### config.mk
export PLATFORM = sky130hd
export DESIGN_NAME = mesi_isc_breq_arb
export DESIGN_NICKNAME = d
export VERILOG_FILES = /design/src/rtl/mesi_isc_breq_arb.sv
export SDC_FILE = /design/constraint.sdc
export NUM_CORES = 1
export LEC_CHECK = 0
export BUFFER_PORTS_ARGS = -buffer_cell sky130_fd_sc_hd__buf_2
export CORE_UTILIZATION = 44
export DETAILED_ROUTE_END_ITERATION = 10
export GPL_TIMING_DRIVEN = 0
export HOLD_SLACK_MARGIN = 0.02
export PLACE_DENSITY = 0.88
export RECOVER_POWER = 100
export SETUP_SLACK_MARGIN = 0.2
export SKIP_LAST_GASP = 1
export SYNTH_ARGS = -nofsm -noshare
export SYNTH_HDL_FRONTEND = slang
export SYNTH_SLANG_ARGS = --single-unit
### constraint.sdc
create_clock -name clk -period 2.58 [get_ports clk]
set_input_delay 0.258 -clock clk [delete_from_list [all_inputs] [get_ports clk]]
set_output_delay 0.258 -clock clk [all_outputs]
set_load 0.02 [all_outputs]
### src/rtl/mesi_isc_breq_arb.sv
// Round-robin arbiter that moves one head entry per grant from the four CPU
// broadcast-request FIFOs into the shared broadcast FIFO, tagging it with cpu and broadcast id.
//
// state | meaning
// IDLE  | sample FIFO heads, pick the round-robin winner, latch its entry
// ISSUE | pop the winner's FIFO, write the broadcast FIFO unless the entry is a NOP
module mesi_isc_breq_arb #(
  parameter int BROAD_TYPE_WIDTH = 2,
  parameter int BROAD_ID_WIDTH   = 5,
  parameter int ADDR_WIDTH       = 32
) (
  input  logic                          clk,
  input  logic                          rst,
  input  logic [3:0]                    breq_fifo_empty_array_i,
  input  logic [4*BROAD_TYPE_WIDTH-1:0] breq_type_array_i,
  input  logic [4*ADDR_WIDTH-1:0]       breq_addr_array_i,
  input  logic                          broad_fifo_full_i,
  output logic [3:0]                    breq_fifo_rd_array_o,
  output logic                          broad_fifo_wr_o,
  output logic [BROAD_TYPE_WIDTH-1:0]   broad_type_o,
  output logic [ADDR_WIDTH-1:0]         broad_addr_o,
  output logic [1:0]                    broad_cpu_id_o,
  output logic [BROAD_ID_WIDTH-1:0]     broad_id_o
);

  typedef enum logic {IDLE, ISSUE} state_t;

  localparam logic [BROAD_TYPE_WIDTH-1:0] TYPE_WR = BROAD_TYPE_WIDTH'(1);
  localparam logic [BROAD_TYPE_WIDTH-1:0] TYPE_RD = BROAD_TYPE_WIDTH'(2);

  state_t                        r_state;
  state_t                        w_next_state;
  logic [1:0]                    r_last_grant;
  logic [1:0]                    r_winner;
  logic [BROAD_TYPE_WIDTH-1:0]   r_type;
  logic [ADDR_WIDTH-1:0]         r_addr;
  logic                          r_discard;
  logic [BROAD_ID_WIDTH-1:0]     r_id_cnt;

  logic                          w_found;
  logic [1:0]                    w_win;
  logic [BROAD_TYPE_WIDTH-1:0]   w_win_type;
  logic [ADDR_WIDTH-1:0]         w_win_addr;
  logic                          w_win_nop;
  logic                          w_grant;

  // Search starts just after the last grant so every CPU is reached within four grants.
  always_comb begin
    w_found = 1'b0;
    w_win   = 2'd0;
    for (int k = 1; k <= 4; k++) begin
      if (!w_found && !breq_fifo_empty_array_i[r_last_grant + 2'(k)]) begin
        w_found = 1'b1;
        w_win   = r_last_grant + 2'(k);
      end
    end
  end

  assign w_win_type = breq_type_array_i[w_win*BROAD_TYPE_WIDTH +: BROAD_TYPE_WIDTH];
  assign w_win_addr = breq_addr_array_i[w_win*ADDR_WIDTH +: ADDR_WIDTH];
  assign w_win_nop  = (w_win_type != TYPE_WR) && (w_win_type != TYPE_RD);
  // A NOP head is drained even when the broadcast FIFO is full; it writes nothing.
  assign w_grant    = (r_state == IDLE) && w_found && (w_win_nop || !broad_fifo_full_i);

  always_comb begin
    w_next_state = r_state;
    case (r_state)
      IDLE:    if (w_grant) w_next_state = ISSUE;
      ISSUE:   w_next_state = IDLE;
      default: w_next_state = IDLE;
    endcase
  end

  always_ff @(posedge clk) begin
    if (!rst) begin
      r_state      <= IDLE;
      r_last_grant <= 2'd3;
      r_winner     <= 2'd0;
      r_type       <= '0;
      r_addr       <= '0;
      r_discard    <= 1'b0;
      r_id_cnt     <= '0;
    end else begin
      r_state <= w_next_state;
      if (w_grant) begin
        r_winner  <= w_win;
        r_type    <= w_win_type;
        r_addr    <= w_win_addr;
        r_discard <= w_win_nop;
      end
      if (r_state == ISSUE) begin
        r_last_grant <= r_winner;
        if (!r_discard) r_id_cnt <= r_id_cnt + 1'b1;
      end
    end
  end

  assign breq_fifo_rd_array_o = (r_state == ISSUE) ? (4'b0001 << r_winner) : 4'b0000;
  assign broad_fifo_wr_o      = (r_state == ISSUE) && !r_discard;
  assign broad_type_o         = r_type;
  assign broad_addr_o         = r_addr;
  assign broad_cpu_id_o       = r_winner;
  assign broad_id_o           = r_id_cnt;

endmodule

== Word-level counts from Yosys, hierarchy flattened ==
Cells that the tools add are included.
Word-level totals
  bits in registers: 45
  input port bits: 143
  word-level logic and storage cells: 57
Operators by class
  add/sub/neg operators: 4
  order comparisons: 4
  equality and inequality tests: 2
  shift operators: 3
  multiplexer cells: 19
  bitwise gates (word level): 2
  reductions and logical operators: 16
Operators with widths (count)
  $shiftx 128x8->32: 1
  $lt 2x3->1 const B: 4
  $mux 1: 9
  $bmux 1 s2: 4
  $mux 2: 4
  $shiftx 8x4->2: 1
  $logic_and 1x1->1: 7
  $logic_not 1->1: 7
  $add 5x1->5 const B: 1
  $add 2x2->2 const B: 2
  $mux 4: 1
  $shl 1x2->4 const A: 1
  $add 2x1->2 const B: 1
  $ne 2x1->1 const B: 1
  $ne 2x2->1 const B: 1
  $not 1->1: 2
  $pmux 1 s2: 1
  $reduce_and 2->1: 1
  $logic_or 1x1->1: 1

== Depth between registers and ports, before layout ==
  word-level depth: 19
  mapped depth: 8
  mapped depth without buffers: 6

== Least setup slack after synthesis ==
No wires, ideal clock.
  kind: flip-flop to flip-flop
  start point: reg r_last_grant[0]
  end point: reg r_addr[11], in the netlist broad_addr_o[11]
  arrival: 1849 ps
  data required time: 2508 ps
  slack: 659 ps
  cell stages (with the launch flop): 9
  path buffers: 2
  cells stage by stage: dfxtp_1 -> nor2_1 -> o21bai_2 -> nand3_2 -> mux4_2 -> o211ai_2 -> buf_6 -> buf_12 -> mux2i_1
On the way
  longest elaborated chain between the ends: 17
RTL lines
  from (decl): RTL line 33  | logic [1:0] r_last_grant;
  from (signal assigned): RTL line 92  | r_last_grant <= r_winner;
  branches (longest 17 deep; another with $add 2x2->2)
  to (signal assigned): RTL line 88  | r_addr <= w_win_addr;
  to (decl): RTL line 36  | logic [ADDR_WIDTH-1:0] r_addr;
Several ways; the timed one is not identified. The select of a mux whose other input is x is not followed.
A chain may end at the register's enable or synchronous reset.

== Final worst setup path ==
Same ends and word-level chain as after synthesis.

==> metrics.txt <==
Worst-Skew Late Latency=0.30 ns; GRT Total Usage=0.2574; cell count after placement=roughly 630; Synth top area share=0.2882; mean post-synth cell area=slightly above 9 um2; largest net degree at the start of global routing=16; max cap viols=0; number of synthesized flops with an enable pin=0; initial antenna violation count=0; area grow syn2layout=35.75%; fin util=0.6211; area of the multi-input gates=around 0.0020 mm2; Slew HR=0.6536; sequential share of the synthesized area=0.2882; Register Area=approximately 900 um2; largest area contributor in the netlist=dfxtp_1; Finished Layout Cells=636; TritonCTS Buffers=5; total iterations of the first detailed-routing run=4; Reg2Reg Depth=8; Residual DRC=0; row count=30; Initial Utilization=0.4575; cells taking the most area after synthesis=dfxtp_1 (29%), mux2i_1 (22%), mux2_2 (12%); Detail Placement HPWL=7.731 mm; syn nets=489; layout cells sized above 1=0.3685; drt initial violations=81; mapped cell area=roughly 0.0031 mm2; Vias per Instance=5.267; Pleak=between 1.5 and 2 nW; post-detailed-route count of antenna-violating nets=0; nets@finish=683; WHS Endpoint=r_discard; min-delay src=broad_fifo_full_i; unrepaired setup endpoints after global routing=false; fin crit share=0.8897; Synth Flop Type=dfxtp_1; final hold vios=0; Placer Congestion=0.8541; HP Class=in2reg; FF+latch count, synth=45; die area=about 0.0074 mm2; Post-synth top cells=nand2_1 (73), mux2i_1 (70), dfxtp_1 (45), o211ai_1 (35), mux2_2 (32); Mapped Cells=~350; Ys Warns=0; wire length per cell=about 15 um; top-count cell post-synth=nand2_1; FF-to-FF End=broad_addr_o[11]; CP Launch Type=flop; Max clock buf depth=2; H-tree Lvls=2; IO Pins=~190; Fmax=between 400 and 500 MHz; I/O Buffers=187; Setup TNS=0 ns; Die Y=86.28 um; outcome=complete, no violations; Overflow after GRT=0; Vias=3,350; WP data required=roughly 2.8 ns; Root Driver=clkbuf_8; Routed WL=9.718 mm; CP Capture Type=flop; CP arrival=2.53 ns; Synth cell types=40; Clock Skew=0.007859 ns; WS Path Type=reg2reg; global-route wire length before repair=15.01 mm; core area=0.006832 mm2; Critical R2R Launch=r_last_grant[0]; final setup fails=0; clock sink count=45; Slew Viols, Final=0; Async SR Flop Fraction=0; ant diodes=0; setup slack, reg-to-reg=0.28 ns; power per cell area=632.8 mW/mm2; Hold Path Depth=3; Worst-path clk slew=0.10 ns; CP Max Fanout=10; Die Span X=86.28 um; vias in the first global route=3,347; worst vdd ir=251.6 uV; CTS tree=done; Tmin final=2.295 ns; worst-margin pin slew=0.5196 ns; FILL cells=649
worst max-delay path by stage:
| stage | startpoint | endpoint | slack [ns] | cells past startpoint |
|---|---|---|---|---|
| final | r_last_grant[0] | broad_addr_o[11] | 0.28 | 8 |
| after floorplan | r_last_grant[0] | broad_addr_o[11] | 0.66 | 8 |
| after global placement | breq_fifo_empty_array_i[3] | broad_addr_o[21] | 0.26 | 8 |
| after detailed placement | breq_fifo_empty_array_i[3] | broad_addr_o[3] | 0.16 | 8 |
| after global routing | r_last_grant[0] | broad_addr_o[31] | 0.16 | 8 |
| after CTS | r_last_grant[0] | broad_addr_o[21] | 0.22 | 7 |
final cells by class:
class                           instances  area share
Buffer                                 29     0.04807
Inverter                                2    0.001769
Clock buffer                            5     0.01622
Timing Repair Buffer                  187      0.2070
Multi-Input combinational cell        269      0.4754
Tap cell                               96     0.02831
Sequential cell                        45      0.2123
Clock inverter                          3     0.01091
report_power, final:
| group | switching [mW] | leakage (nW) | total [mW] | internal (mW) |
|---|---|---|---|---|
| clock network | 0.270 | 0.0543 | 0.560 | 0.290 |
| logic | 0.687 | 1.51 | 1.22 | 0.530 |
| registers | 0.0800 | 0.372 | 0.907 | 0.827 |
cell families after synthesis:
group | after synthesis | share of synthesized area
DFF | 45 | 0.2882
adders and majority gates | 1 | 0.004003
and+or+nand+nor | 105 | 0.1445
buffers and inverters | 31 | 0.06685
xor gates and xnor gates | 6 | 0.01682
AOI/OAI and AO/OA | 52 | 0.1257
muxes | 105 | 0.3539
layout by cell type (no fill, tap or decap), drive strengths merged, types with 5 or more instances in the layout:
cell         instances
buf                153
clkbuf              63
dfxtp               45
dlygate4sd1          5
mux2                34
mux2i               70
nand2               73
nand3                5
nor2                10
nor2b                5
o211ai              36
flip-flops by register name, summed over array words and instances (netlist names):
signal and cells:
broad_id_o 5, r_state 1, broad_type_o 2, r_discard 1, broad_cpu_id_o 2, broad_addr_o 32
r_last_grant 2
metal layers:
| metal | up-vias | wire length [um] | GRT usage |
|---|---|---|---|
| met4 | 0 | 274 | 0.1015 |
| met1 | 1576 | 3830 | 0.2755 |
| met2 | 127 | 5035 | 0.4877 |
| li1 | 1625 | - | - |
| met3 | 22 | 578 | 0.05714 |
| met5 | - | 0 | 0 |
metrics by stage:
step	worst slack (ns)	hold slack (ns)	instance area, um2	power (mW)
floorplan	0.6593	0.4501	3126	1.767
global placement	0.2552	0.4419	4182	2.119
detailed placement	0.1565	0.4514	4182	2.169
CTS	0.2201	0.3143	4299	2.723
global route	0.1582	0.3229	4243	2.826
finish	0.2846	0.3262	4243	2.685
what timing repair did:
action / CTS / global route
gates cloned: 0 / 0
gates resized for setup: 1 / 1
endpoints found under the hold margin: 0 / 0
hold buffers: 0 / 0
endpoints found under the setup margin: 1 / 28
setup buffers: 0 / 0
critical path, cell delays in order, from the launching register on:
cell	delay, ns
dfxtp_1	0.40
nor2_1	0.08
o21bai_2	0.20
nand3_2	0.19
mux4_2	0.53
o211ai_1	0.22
buf_6	0.22
buf_12	0.16
mux2i_1	0.21
Note: power is estimated with default switching activity, not from simulation.
